**src/rtl/alu_pipe.sv**
```systemverilog
// alu_pipe: two-stage handshaked ALU with a 2*WIDTH result plus zero and error flags.
// Latency: 1 edge after acceptance for most ops; WIDTH+2 edges for a divide with b != 0.
// Backpressure: S2 holds while out_ready is low, S1 then holds, and in_ready drops once both are full.
//
// Ports:
//   clk, rst                 clock (rising edge) and asynchronous active-low reset
//   in_valid / in_ready      operation handshake carrying a, b (WIDTH) and alu_sel (4)
//   out_valid / out_ready    result handshake carrying out (2*WIDTH), out_zero, out_err
//
// Build option: define ALU_PIPE_DIV_EN to include the iterative restoring divider.
// Without it, opcode 0011 completes at the normal latency with out all ones and out_err set.

module alu_pipe #(
  parameter int WIDTH = 32,
  localparam int SHW = $clog2(WIDTH)
) (
  input  logic               clk,
  input  logic               rst,
  input  logic               in_valid,
  output logic               in_ready,
  input  logic [WIDTH-1:0]   a,
  input  logic [WIDTH-1:0]   b,
  input  logic [3:0]         alu_sel,
  output logic               out_valid,
  input  logic               out_ready,
  output logic [2*WIDTH-1:0] out,
  output logic               out_zero,
  output logic               out_err
);

  localparam int W2 = 2 * WIDTH;

  localparam logic [3:0] OP_ADD  = 4'b0000;
  localparam logic [3:0] OP_SUB  = 4'b0001;
  localparam logic [3:0] OP_MUL  = 4'b0010;
  localparam logic [3:0] OP_DIV  = 4'b0011;
  localparam logic [3:0] OP_SHR  = 4'b0100;
  localparam logic [3:0] OP_SHL  = 4'b0101;
  localparam logic [3:0] OP_AND  = 4'b0110;
  localparam logic [3:0] OP_OR   = 4'b0111;
  localparam logic [3:0] OP_NAND = 4'b1000;
  localparam logic [3:0] OP_NOR  = 4'b1001;
  localparam logic [3:0] OP_XOR  = 4'b1010;
  localparam logic [3:0] OP_XNOR = 4'b1011;
  localparam logic [3:0] OP_MAX  = 4'b1100;
  localparam logic [3:0] OP_EQ   = 4'b1101;
  localparam logic [3:0] OP_MIN  = 4'b1110;
  localparam logic [3:0] OP_SLT  = 4'b1111;

  // ---------------------------------------------------------------------------
  // Stage S1: operand / opcode register
  // ---------------------------------------------------------------------------
  logic             s1_vld;
  logic [WIDTH-1:0] s1_a;
  logic [WIDTH-1:0] s1_b;
  logic [3:0]       s1_sel;

  logic s1_res_rdy;   // S1 holds a finished result this cycle
  logic s2_load_ok;   // S2 is empty or draining this cycle
  logic s1_xfer;      // S1 -> S2 move at the next edge
  logic in_fire;

  assign s2_load_ok = !out_valid || out_ready;
  assign s1_xfer    = s1_vld && s1_res_rdy && s2_load_ok;
  // Independent of in_valid so the producer never sees a combinational loop.
  assign in_ready   = !s1_vld || s1_xfer;
  assign in_fire    = in_valid && in_ready;

  always_ff @(posedge clk or negedge rst) begin
    if (!rst) begin
      s1_vld <= 1'b0;
      s1_a   <= '0;
      s1_b   <= '0;
      s1_sel <= '0;
    end else if (in_fire) begin
      // Load and transfer can coincide; the load wins and keeps full throughput.
      s1_vld <= 1'b1;
      s1_a   <= a;
      s1_b   <= b;
      s1_sel <= alu_sel;
    end else if (s1_xfer) begin
      s1_vld <= 1'b0;
    end
  end

  // ---------------------------------------------------------------------------
  // Divide path
  // ---------------------------------------------------------------------------
  logic [W2-1:0] div_res;
  logic          div_err;

`ifdef ALU_PIPE_DIV_EN
  typedef enum logic [1:0] {
    ST_IDLE = 2'd0,
    ST_DIV  = 2'd1,
    ST_DONE = 2'd2
  } state_t;

  state_t           state_q;
  state_t           state_d;
  logic [WIDTH-1:0] div_rem_q;
  logic [WIDTH-1:0] div_quo_q;   // holds the dividend, shifted out as quotient bits shift in
  logic [SHW-1:0]   div_cnt_q;
  logic             div_start;
  logic             div_last;
  logic             div_by_zero;
  logic             long_div;
  logic [WIDTH:0]   div_trial;
  logic [WIDTH:0]   div_diff;

  assign div_by_zero = (s1_b == '0);
  // b == 0 is answered directly at normal latency; only real divides iterate.
  assign long_div    = s1_vld && (s1_sel == OP_DIV) && !div_by_zero;
  assign div_last    = (div_cnt_q == SHW'(WIDTH - 1));

  // Restoring step: shift in the next dividend bit, subtract if it fits.
  // The remainder stays below b, so diff[WIDTH] is set exactly when trial < b.
  assign div_trial = {div_rem_q, div_quo_q[WIDTH-1]};
  assign div_diff  = div_trial - {1'b0, s1_b};

  always_comb begin
    state_d    = state_q;
    s1_res_rdy = 1'b0;
    div_start  = 1'b0;
    case (state_q)
      ST_IDLE: begin
        if (long_div) begin
          state_d   = ST_DIV;
          div_start = 1'b1;
        end else begin
          s1_res_rdy = s1_vld;
        end
      end
      ST_DIV: begin
        if (div_last) begin
          state_d = ST_DONE;
        end
      end
      ST_DONE: begin
        s1_res_rdy = 1'b1;
        if (s2_load_ok) begin
          state_d = ST_IDLE;
        end
      end
      default: begin
        state_d = ST_IDLE;
      end
    endcase
  end

  always_ff @(posedge clk or negedge rst) begin
    if (!rst) begin
      state_q   <= ST_IDLE;
      div_rem_q <= '0;
      div_quo_q <= '0;
      div_cnt_q <= '0;
    end else begin
      state_q <= state_d;
      if (div_start) begin
        div_rem_q <= '0;
        div_quo_q <= s1_a;
        div_cnt_q <= '0;
      end else if (state_q == ST_DIV) begin
        if (!div_diff[WIDTH]) begin
          div_rem_q <= div_diff[WIDTH-1:0];
          div_quo_q <= {div_quo_q[WIDTH-2:0], 1'b1};
        end else begin
          div_rem_q <= div_trial[WIDTH-1:0];
          div_quo_q <= {div_quo_q[WIDTH-2:0], 1'b0};
        end
        div_cnt_q <= div_cnt_q + 1'b1;
      end
    end
  end

  assign div_res = div_by_zero ? {s1_a, {WIDTH{1'b1}}} : {div_rem_q, div_quo_q};
  assign div_err = div_by_zero;
`else
  // No divider: every op, including 0011, is ready as soon as it sits in S1.
  assign s1_res_rdy = s1_vld;
  assign div_res    = '1;
  assign div_err    = 1'b1;
`endif

  // ---------------------------------------------------------------------------
  // Result datapath (combinational from S1)
  // ---------------------------------------------------------------------------
  logic [W2-1:0] a_ext;
  logic [W2-1:0] b_ext;
  logic [SHW:0]  shamt;   // one extra bit so shifts reach 2*WIDTH-1
  logic [W2-1:0] res;
  logic          res_err;

  assign a_ext = {{WIDTH{1'b0}}, s1_a};
  assign b_ext = {{WIDTH{1'b0}}, s1_b};
  assign shamt = s1_b[SHW:0];

  always_comb begin
    res     = '0;
    res_err = 1'b0;
    case (s1_sel)
      OP_ADD:  res = a_ext + b_ext;
      OP_SUB:  res = a_ext - b_ext;      // borrow propagates into the upper half
      OP_MUL:  res = a_ext * b_ext;
      OP_DIV: begin
        res     = div_res;
        res_err = div_err;
      end
      OP_SHR:  res = a_ext >> shamt;
      OP_SHL:  res = a_ext << shamt;
      OP_AND:  res = {{WIDTH{1'b0}}, s1_a & s1_b};
      OP_OR:   res = {{WIDTH{1'b0}}, s1_a | s1_b};
      OP_NAND: res = {{WIDTH{1'b0}}, ~(s1_a & s1_b)};
      OP_NOR:  res = {{WIDTH{1'b0}}, ~(s1_a | s1_b)};
      OP_XOR:  res = {{WIDTH{1'b0}}, s1_a ^ s1_b};
      OP_XNOR: res = {{WIDTH{1'b0}}, ~(s1_a ^ s1_b)};
      OP_MAX:  res = (s1_a > s1_b) ? a_ext : b_ext;
      OP_EQ:   res = {{(W2-1){1'b0}}, (s1_a == s1_b)};
      OP_MIN:  res = (s1_a < s1_b) ? a_ext : b_ext;
      OP_SLT:  res = {{(W2-1){1'b0}}, ($signed(s1_a) < $signed(s1_b))};
      default: res = '0;
    endcase
  end

  // ---------------------------------------------------------------------------
  // Stage S2: result register and flags
  // ---------------------------------------------------------------------------
  always_ff @(posedge clk or negedge rst) begin
    if (!rst) begin
      out_valid <= 1'b0;
      out       <= '0;
      out_zero  <= 1'b0;
      out_err   <= 1'b0;
    end else if (s1_xfer) begin
      out_valid <= 1'b1;
      out       <= res;
      out_zero  <= (res == '0);
      out_err   <= res_err;
    end else if (out_ready) begin
      // Data is left in place after a drain; only the valid flag drops.
      out_valid <= 1'b0;
    end
  end

endmodule

```
**config.mk**
```make
export PLATFORM = sky130hd
export DESIGN_NAME = alu_pipe
export DESIGN_NICKNAME = d
export VERILOG_FILES = /design/src/rtl/alu_pipe.sv
export SDC_FILE = /design/constraint.sdc
export NUM_CORES = 2
export LEC_CHECK = 0
export CAP_MARGIN = 10
export CORE_ASPECT_RATIO = 0.9
export CORE_MARGIN = 8
export CORE_UTILIZATION = 29
export CTS_BUF_LIST = sky130_fd_sc_hd__clkbuf_4
export DETAILED_ROUTE_END_ITERATION = 8
export PLACE_DENSITY = 0.53
export SYNTH_ARGS = -nofsm -noshare
export SYNTH_HDL_FRONTEND = slang
export SYNTH_SLANG_ARGS = --single-unit
```
**constraint.sdc**
```tcl
create_clock -name clk -period 20.2 [get_ports clk]
set_clock_uncertainty 0.05 [all_clocks]
set_input_delay 3.03 -clock clk [delete_from_list [all_inputs] [get_ports clk]]
set_output_delay 3.03 -clock clk [all_outputs]
set_load 0.02 [all_outputs]
```
==> flow_metrics.tcl <==
set metrics [dict create \
    syn_to_final_growth_pct 8.861 \
    crit_top_cell "fa_1" \
    cts_resized 0 \
    syn_area_per_cell_um2 8.139 \
    num_rows 144 \
    ioPinCount 140 \
    drc 0 \
    synth_cells 6133 \
    critPathBufInv 4 \
    htree_levels 4 \
    synth_top_area_share_pct 35.98 \
    initial_core_util_pct 29.16 \
    first_pass_iters 8 \
    dp_hpwl_um 214000 \
    synth_edf_count 0 \
    crit_family "adder cells" \
    wirelength_um 273100 \
    tns_ns 0 \
    ant_nets 0 \
    whs_path_depth 2 \
    hold_path.class "reg -> reg" \
    cts_root_buffer "clkbuf_4" \
    clock-sinks 136 \
    critical_path_class "reg -> reg" \
    cp_num_cells 26 \
    vias 48760 \
    cp-end-kind "register" \
    finish.instance_area_um2 54340 \
    drive_gt1_share_pct 6.951 \
    cts_setup_buffers 0 \
    fin_crit_ns 11.72 \
    status "finished clean" \
    grt_pass1_vias 49370 \
    die_w_um 453.3 \
    syn_nets 7464 \
    grt_overflow 0 \
    post_drt_wl_per_cell_um 32.72 \
    ys_seq_area_share_pct 6.818 \
    critPathMaxStageDelay_ns 1.09 \
    fmax_mhz 85.35 \
    drtIter0Drc 6336 \
    core_um2 171200 \
    synth.distinct_cells 84 \
    antenna_found_initial 25 \
    viasPerCell 5.843 \
    worst_setup_path_start_kind "register" \
    drv_slew 0 \
    netlist_area_um2 49910 \
    ys.flop_type "dfrtp_1" \
    final_common_cell "inv_1" \
    clkTransAtPathRegs_ns 0.18 \
    ys_warn_count 0 \
    grt_pass1_wl_um 384700 \
    synth_top_area_cell "fa_1" \
    cp.arrival_ns 12.48 \
    r2r_cells 26 \
    cts.path.max_buffers 2 \
    async_flop_share_pct 100.0 \
    clock_latency_ns 0.97 \
    synth_seq_cells 136 \
    pre_cts_ws_ns 9.231 \
    layout.nets 7389 \
    gp_congestion 1.086 \
    period_share_pct 58.00 \
    cts_buffers 17 \
    rsz0062_at_grt "no" \
    synthTopCellsByArea "fa_1 (36%), ha_1 (9.1%), inv_1 (7.2%), dfrtp_1 (6.8%), nor2_1 (6.1%)" \
    slowest_stage "a311oi_2" \
    grt_max_degree 80 \
    drv_cap 0 \
    critical_path_required_ns 20.97 \
    slew_headroom_pct 4.063 \
    hold_violations 0 \
    portBuffers 139 \
    setup_viol 0 \
    holdBufCountCts 0 \
    cts_tree "built" \
    tightestPinTransition_ns 1.399 \
    cp_max_fo 19 \
    layout_common_cells "inv_1 (956), fa_1 (897), nor2_1 (817)" \
    setup_ws_ns 8.483 \
    dieArea_um2 185700 \
    post-route-util_pct 31.75 \
    place_area_um2 54030 \
    chipHeight_um 409.6 \
    grt.total_usage_pct 28.95 \
]
-- flip-flops by register name, summed over array words and instances, names as in the netlist --
register    count
out            64
out_err         1
out_valid       1
out_zero        1
s1_a           32
s1_b           32
s1_res_rdy      1
s1_sel          4
-- tightest hold or removal path, delay by kind of cell (launching register included) --
kind          cells  cell delay, ns
flops             1            0.37
simple gates      2            0.10
-- final cells by class --
type                    count  area (µm²)
fillers                 18510      116800
multi-input cells        4586       41240
inverters                 981        3682
flip-flops and latches    136        3420
repair buffers            336        2873
well taps                2263        2831
clock buffers              18       135.1
clock inverters            14       127.6
diodes                     11       27.53
-- logic make-up (layout without fill, tap and decap cells) --
logic type               count (synthesis)  count (layout)  share of synthesized area (%)
AND/OR/NAND/NOR                       1977            1977                          16.61
buffers and inverters                 1411            1349                          10.67
adder cells (fa/ha/maj)               1259            1259                          45.05
AO/OA/AOI/OAI                         1049            1049                          13.78
multiplexers                           233             233                          5.871
flip-flops                             136             136                          6.818
XOR/XNOR                                68              68                          1.193
other                                    0              11                              0
-- synth_stat cells (17+ instances only) --
library cell	count
a211oi_1	44
a21o_1	25
a21oi_1	269
a221o_1	18
a221oi_1	27
a22oi_1	29
a31oi_1	37
and2_1	31
and3_1	17
buf_1	103
buf_2	21
clkbuf_1	305
dfrtp_1	136
fa_1	897
ha_1	362
inv_1	963
mux2_2	108
mux2i_1	88
mux4_2	37
nand2_1	780
nand2b_1	32
nand3_1	68
nand4_1	43
nor2_1	817
nor2b_1	34
nor3_1	65
nor4_1	26
o211ai_1	50
o21a_1	19
o21ai_0	233
o21bai_1	19
o221ai_1	26
o22ai_1	57
o31ai_1	22
xnor2_1	52
-- path summary, 6_finish.rpt --
check	from	to	slack, ns
setup / recovery	s1_b[6]	out_zero	8.48
hold / removal	out[10]	out[10]	0.44
setup reg to reg	s1_b[6]	out_zero	8.48
hold reg to reg	out[10]	out[10]	0.44
max in group asynchronous	rst	s1_a[26]	16.20
min in group asynchronous	rst	s1_a[19]	1.94
-- through the flow --
step                hold slack [ns]  instances
floorplan                    0.4211       6133
global placement             0.4130       8300
detailed placement           0.4143       8300
CTS                          0.4470       8332
global route                 0.4704       8339
finish                       0.4419       8345
-- layer usage --
metal  track usage (%)  share of wire [%]  wire length [µm]
met5                 0             0.0062                17
met4             13.80                6.2             16920
met3             8.340                 12             32450
met2             42.04                 41            112200
met1             39.47                 41            111500
Power is left out: the tool's default activity adds up to more than one toggle a clock period on the data nets, which glitch-free logic cannot reach.
